<file path="src/rtl/instruction_memory_loader.sv">
// Assembles a big-endian serial byte stream into instruction words and writes them
// to the instruction memory, stopping on the HALT word or when capacity runs out.
module instruction_memory_loader #(
  parameter int                 NB_DATA            = 32,
  parameter int                 NB_BYTE            = 8,
  parameter int                 LOG2_N_INSMEM_ADDR = 12,
  parameter logic [NB_DATA-1:0] HALT_WORD          = 32'hFFFFFFFF
) (
  input  logic                          i_clock,
  input  logic                          i_reset,
  input  logic                          i_start,
  input  logic [NB_BYTE-1:0]            i_rx_data,
  input  logic                          i_rx_valid,
  output logic                          o_wr_enable,
  output logic [LOG2_N_INSMEM_ADDR-1:0] o_wr_addr,
  output logic [NB_DATA-1:0]            o_wr_data,
  output logic                          o_busy,
  output logic                          o_done,
  output logic                          o_error,
  output logic [LOG2_N_INSMEM_ADDR-2:0] o_word_count
);

  localparam int N_WORDS        = 2 ** (LOG2_N_INSMEM_ADDR - 2);
  localparam int BYTES_PER_WORD = NB_DATA / NB_BYTE;
  localparam int CNT_W          = $clog2(BYTES_PER_WORD);
  localparam int IDX_W          = LOG2_N_INSMEM_ADDR - 2;
  localparam int WC_W           = LOG2_N_INSMEM_ADDR - 1;
  localparam int ASM_W          = NB_DATA - NB_BYTE;

  typedef enum logic [1:0] {
    S_IDLE,
    S_LOAD,
    S_DONE,
    S_ERROR
  } state_t;

  state_t                          state_q, state_d;
  logic [CNT_W-1:0]                byte_cnt_q, byte_cnt_d;
  logic [ASM_W-1:0]                asm_q, asm_d;
  logic [WC_W-1:0]                 word_count_q, word_count_d;
  logic                            wr_enable_q, wr_enable_d;
  logic [LOG2_N_INSMEM_ADDR-1:0]   wr_addr_q, wr_addr_d;
  logic [NB_DATA-1:0]              wr_data_q, wr_data_d;
  logic [NB_DATA-1:0]              word;

  // Only the first three bytes need storing; the word completes with the live byte.
  assign word = {asm_q, i_rx_data};

  always_ff @(posedge i_clock) begin
    if (i_reset) begin
      state_q      <= S_IDLE;
      byte_cnt_q   <= '0;
      asm_q        <= '0;
      word_count_q <= '0;
      wr_enable_q  <= 1'b0;
      wr_addr_q    <= '0;
      wr_data_q    <= '0;
    end else begin
      state_q      <= state_d;
      byte_cnt_q   <= byte_cnt_d;
      asm_q        <= asm_d;
      word_count_q <= word_count_d;
      wr_enable_q  <= wr_enable_d;
      wr_addr_q    <= wr_addr_d;
      wr_data_q    <= wr_data_d;
    end
  end

  always_comb begin
    state_d      = state_q;
    byte_cnt_d   = byte_cnt_q;
    asm_d        = asm_q;
    word_count_d = word_count_q;
    wr_enable_d  = 1'b0;
    wr_addr_d    = wr_addr_q;
    wr_data_d    = wr_data_q;

    case (state_q)
      S_IDLE, S_DONE, S_ERROR: begin
        if (i_start) begin
          state_d      = S_LOAD;
          byte_cnt_d   = '0;
          asm_d        = '0;
          word_count_d = '0;
        end
      end
      S_LOAD: begin
        if (i_rx_valid) begin
          asm_d = word[ASM_W-1:0];
          if (byte_cnt_q == CNT_W'(BYTES_PER_WORD - 1)) begin
            wr_enable_d  = 1'b1;
            wr_data_d    = word;
            wr_addr_d    = {word_count_q[IDX_W-1:0], 2'b00};
            word_count_d = word_count_q + 1'b1;
            byte_cnt_d   = '0;
            // HALT wins even when it lands in the final slot.
            if (word == HALT_WORD) begin
              state_d = S_DONE;
            end else if (word_count_q == WC_W'(N_WORDS - 1)) begin
              state_d = S_ERROR;
            end
          end else begin
            byte_cnt_d = byte_cnt_q + 1'b1;
          end
        end
      end
      default: state_d = S_IDLE;
    endcase
  end

  assign o_wr_enable  = wr_enable_q;
  assign o_wr_addr    = wr_addr_q;
  assign o_wr_data    = wr_data_q;
  assign o_word_count = word_count_q;
  assign o_busy       = (state_q == S_LOAD);
  assign o_done       = (state_q == S_DONE);
  assign o_error      = (state_q == S_ERROR);

endmodule

</file>
<file path="config.mk">
export PLATFORM = sky130hd
export DESIGN_NAME = instruction_memory_loader
export DESIGN_NICKNAME = d
export VERILOG_FILES = /design/src/rtl/instruction_memory_loader.sv
export SDC_FILE = /design/constraint.sdc
export NUM_CORES = 1
export LEC_CHECK = 0
export BUFFER_PORTS_ARGS = -buffer_cell sky130_fd_sc_hd__buf_2
export CAP_MARGIN = 20
export CORE_MARGIN = 2
export CORE_UTILIZATION = 48
export DETAILED_ROUTE_END_ITERATION = 16
export GPL_TIMING_DRIVEN = 0
export HOLD_SLACK_MARGIN = 0.02
export MAX_ROUTING_LAYER = met4
export PLACE_DENSITY = 0.79
export SETUP_SLACK_MARGIN = 0.05
export SLEW_MARGIN = 20
export SYNTH_ARGS = -nofsm -noshare
export SYNTH_HDL_FRONTEND = slang
export SYNTH_SLANG_ARGS = --single-unit
</file>
<file path="constraint.sdc">
create_clock -name i_clock -period 1.5 [get_ports i_clock]
set_input_delay 0.075 -clock i_clock [delete_from_list [all_inputs] [get_ports i_clock]]
set_output_delay 0.075 -clock i_clock [all_outputs]
set_load 0.005 [all_outputs]
</file>
==> impl_metrics.csv <==
group,metric,value,unit
clock_tree,cts_root_buf,"clkbuf_8",
final_layout,drive_above_1_share,29.5,%
power,power_frac_comb,5.4,%
placed_design,routabilityCongestion,0.927,
floorplan,rows,29,
global_route,gr-usage-all-layers,23.5,%
timing,rsz0062_at_grt,"true",
timing,setup-tns-final,-405,ps
placed_design,io_buffers,68,
global_route,grt_max_degree,16,
synthesis,synth_cells,362,
synthesis,synthTopCellsByArea,"dfxtp_1, nand2_1, a21oi_1",
power,clock_power_share,42.4,%
placed_design,dp_hpwl,5.40,mm
synthesis,yosysWarnings,0,
clock_tree,htree_levels,3,
worst_setup_path,cp_max_fo,5,
detailed_routing,dr.pass1.iters,5,
worst_setup_path,slowest_stage,"or4_1",
floorplan,pin_count,71,
worst_setup_path,path_class,"reg2reg",
synthesis,synth_area_per_cell,8.42,sq um
floorplan,die_x,83.7,microns
timing,fin_hold_ws,49.1,ps
global_route,grt_pass1_wl,12.9,mm
timing,relSlewSlack,66.0,%
synthesis,synth_edf_count,0,
outcome,failed_checks,"negative setup slack",
clock_tree,clock_path_buffers,2,
clock_tree,worstSkewPairLatency,360,ps
final_layout,fin_cells,541,
worst_setup_path,slowest_delay,500,ps
final_layout,area_growth,32.4,%
detailed_routing,viasPerCell,5.63,
detailed_routing,num_vias,3044,
outcome,status,"finished with violations",
floorplan,die_y,83.7,microns
job,drv_cap,0,
synthesis,ys_types,35,
placed_design,dp_cells,508,
detailed_routing,drt-initial-drc-count,297,
detailed_routing,drc,0,
synthesis,synth.ff_latch_count,82,
detailed_routing,antenna_left,0,
power,internal-power,3.23,mW
final_layout,fin_nets,473,
worst_setup_path,cp.required,1780,ps
clock_tree,cts_tree,"yes",
timing,finalCriticalPeriod,1640,ps
global_route,grt_pass1_vias,2689,
clock_tree,numCtsBuffers,9,
timing,finalHoldViolCount,0,
power,leakagePower,1.61,nW
floorplan,coreArea,0.00624,sq mm
floorplan,die_area,0.00700,sq mm
synthesis,ys.flop_type,"dfxtp_1",
global_route,antenna_found_initial,0,
power,power.switching,998,uW
timing,tightest_slew,510,ps
worst_setup_path,worstSetupEndpointType,"register",
timing,setup_viol,7,
floorplan,start_util,48.8,%
timing,setup_ws,-136,ps
timing,finalCritPeriodShare,109,%
synthesis,yosys-top-cells-count,"nand2_1, dfxtp_1, a21oi_1, nor2_1, a22oi_1",
placed_design,place_ws,-177,ps
synthesis,synthArstFlopShare,0,%
power,power_density,1050,mW/mm^2
power,power_frac_seq,52.3,%
power,peakVddDrop,0.000659,V
synthesis,ys_seq_area_share,53.9,%
timing,finClkSkew,16.0,ps
clock_tree,cts.reportedPaths.clkPinSlew,90,ps
worst_setup_path,crit_chain,"ha_4 -> and4b_1 -> buf_6 -> a21oi_4 -> or4_1 -> a21oi_1",
detailed_routing,drt-total-wl,8.40,mm
timing,finalMaxSlewViolations,0,
power,switching_share,23.6,%
synthesis,syn_area,0.00305,sq mm
synthesis,yosys.area.top_type,"dfxtp_1",
synthesis,synth_largest_type_area_fraction,53.9,%
worst_setup_path,crit_arrival,1910,ps
detailed_routing,routedWlPerCell,15.5,microns
clock_tree,clock-sinks,82,
synthesis,synth.most_common_cell,"nand2_1",
timing,max_freq,0.611,GHz
min_path,hold_class,"in2reg",
final_layout,antenna_cells,0,
worst_setup_path,worstSetupStartpointType,"register",
global_route,grt-ovfl-total,0,
## placed cells by master, fill, tap and decap left out, types with 5 or more instances in the layout
cell type,netlist,routed
dfxtp_1,82,70
a22oi_1,26,26
dfxtp_2,0,11
nor2_1,30,30
a21oi_1,53,50
inv_1,5,5
buf_2,3,73
clkbuf_1,18,10
buf_4,3,8
dlygate4sd3_1,0,10
clkbuf_8,0,9
nand2_1,88,88
nand4_1,9,9
## per-layer routing
layer  global-route usage [%]  part of all wire [%]
met1                     29.9                    43
met2                     35.6                    48
met3                     4.45                   5.7
met4                     12.3                   2.8
met5                        -                     0
## kinds of logic (layout without fill, tap and decap cells)
| kind of cell | Yosys count | in the layout | share of synthesized area, % |
|---|---|---|---|
| XOR/XNOR | 1 | 1 | 0.288 |
| adder cells (fa/ha/maj) | 2 | 2 | 0.821 |
| AND/OR/NAND/NOR | 151 | 151 | 21.7 |
| flip-flops | 82 | 82 | 53.9 |
| other | 1 | 2 | 0.123 |
| buffers and inverters | 30 | 130 | 4.19 |
| AO/OA/AOI/OAI | 95 | 96 | 19.0 |
## stage by stage
stage	instance area [sq um]	power [mW]	util, %
floorplan	3080	2.36	-
global route	4030	4.35	64.6
finish	4030	4.22	64.6
detailed placement	3510	2.42	56.3
CTS	3880	4.20	62.2
global placement	3510	2.42	56.3
## registers in the layout (all words and copies together), names as in the netlist
signal / cells
o_wr_data: 32
asm_q: 24
o_word_count: 11
o_wr_addr: 10
byte_cnt_q: 2
state_q: 2
o_wr_enable: 1
## what timing repair did
item	CTS	global route
buffers inserted	4	2
cloned	1	2
hold buffers	10	0
endpoints found under the hold margin	13	0
pin swaps	1	3
setup endpoints to repair	73	71
resized for setup	8	48
## critical path, delay by kind of cell (launching register included)
kind	cells	cell delay (ps)
simple gates	2	720
flops	1	360
compound gates	2	210
buf+inv	1	150
fa+ha+maj	1	140
## area by class of cell
cell class	count	area [sq um]
plain buffers	23	135
clock buffers	9	124
clock inverters	7	98.8
fillers	507	2210
inverters	5	18.8
multi-input cells	252	1410
flip-flops and latches	82	1660
well taps	77	96.3
repair buffers	86	495
## path summary, 6_finish.rpt
path                 startpoint               to  slack, ps  cells past startpoint
setup / recovery  byte_cnt_q[1]  o_word_count[7]       -140                      6
setup reg to reg  byte_cnt_q[1]  o_word_count[7]       -140                      6
hold / removal     i_rx_data[6]         asm_q[6]         50                      3
hold reg to reg   o_wr_data[12]    o_wr_data[12]        450                      2
## power by group through the flow
stage	combinational (mW)	clock, mW	sequential (mW)
CTS	0.199	1.79	2.21
global placement	0.161	0	2.26
detailed placement	0.164	0	2.26
finish	0.226	1.79	2.21
global route	0.246	1.90	2.21
floorplan	0.106	0	2.25
Note: power is estimated with default switching activity, not from simulation.
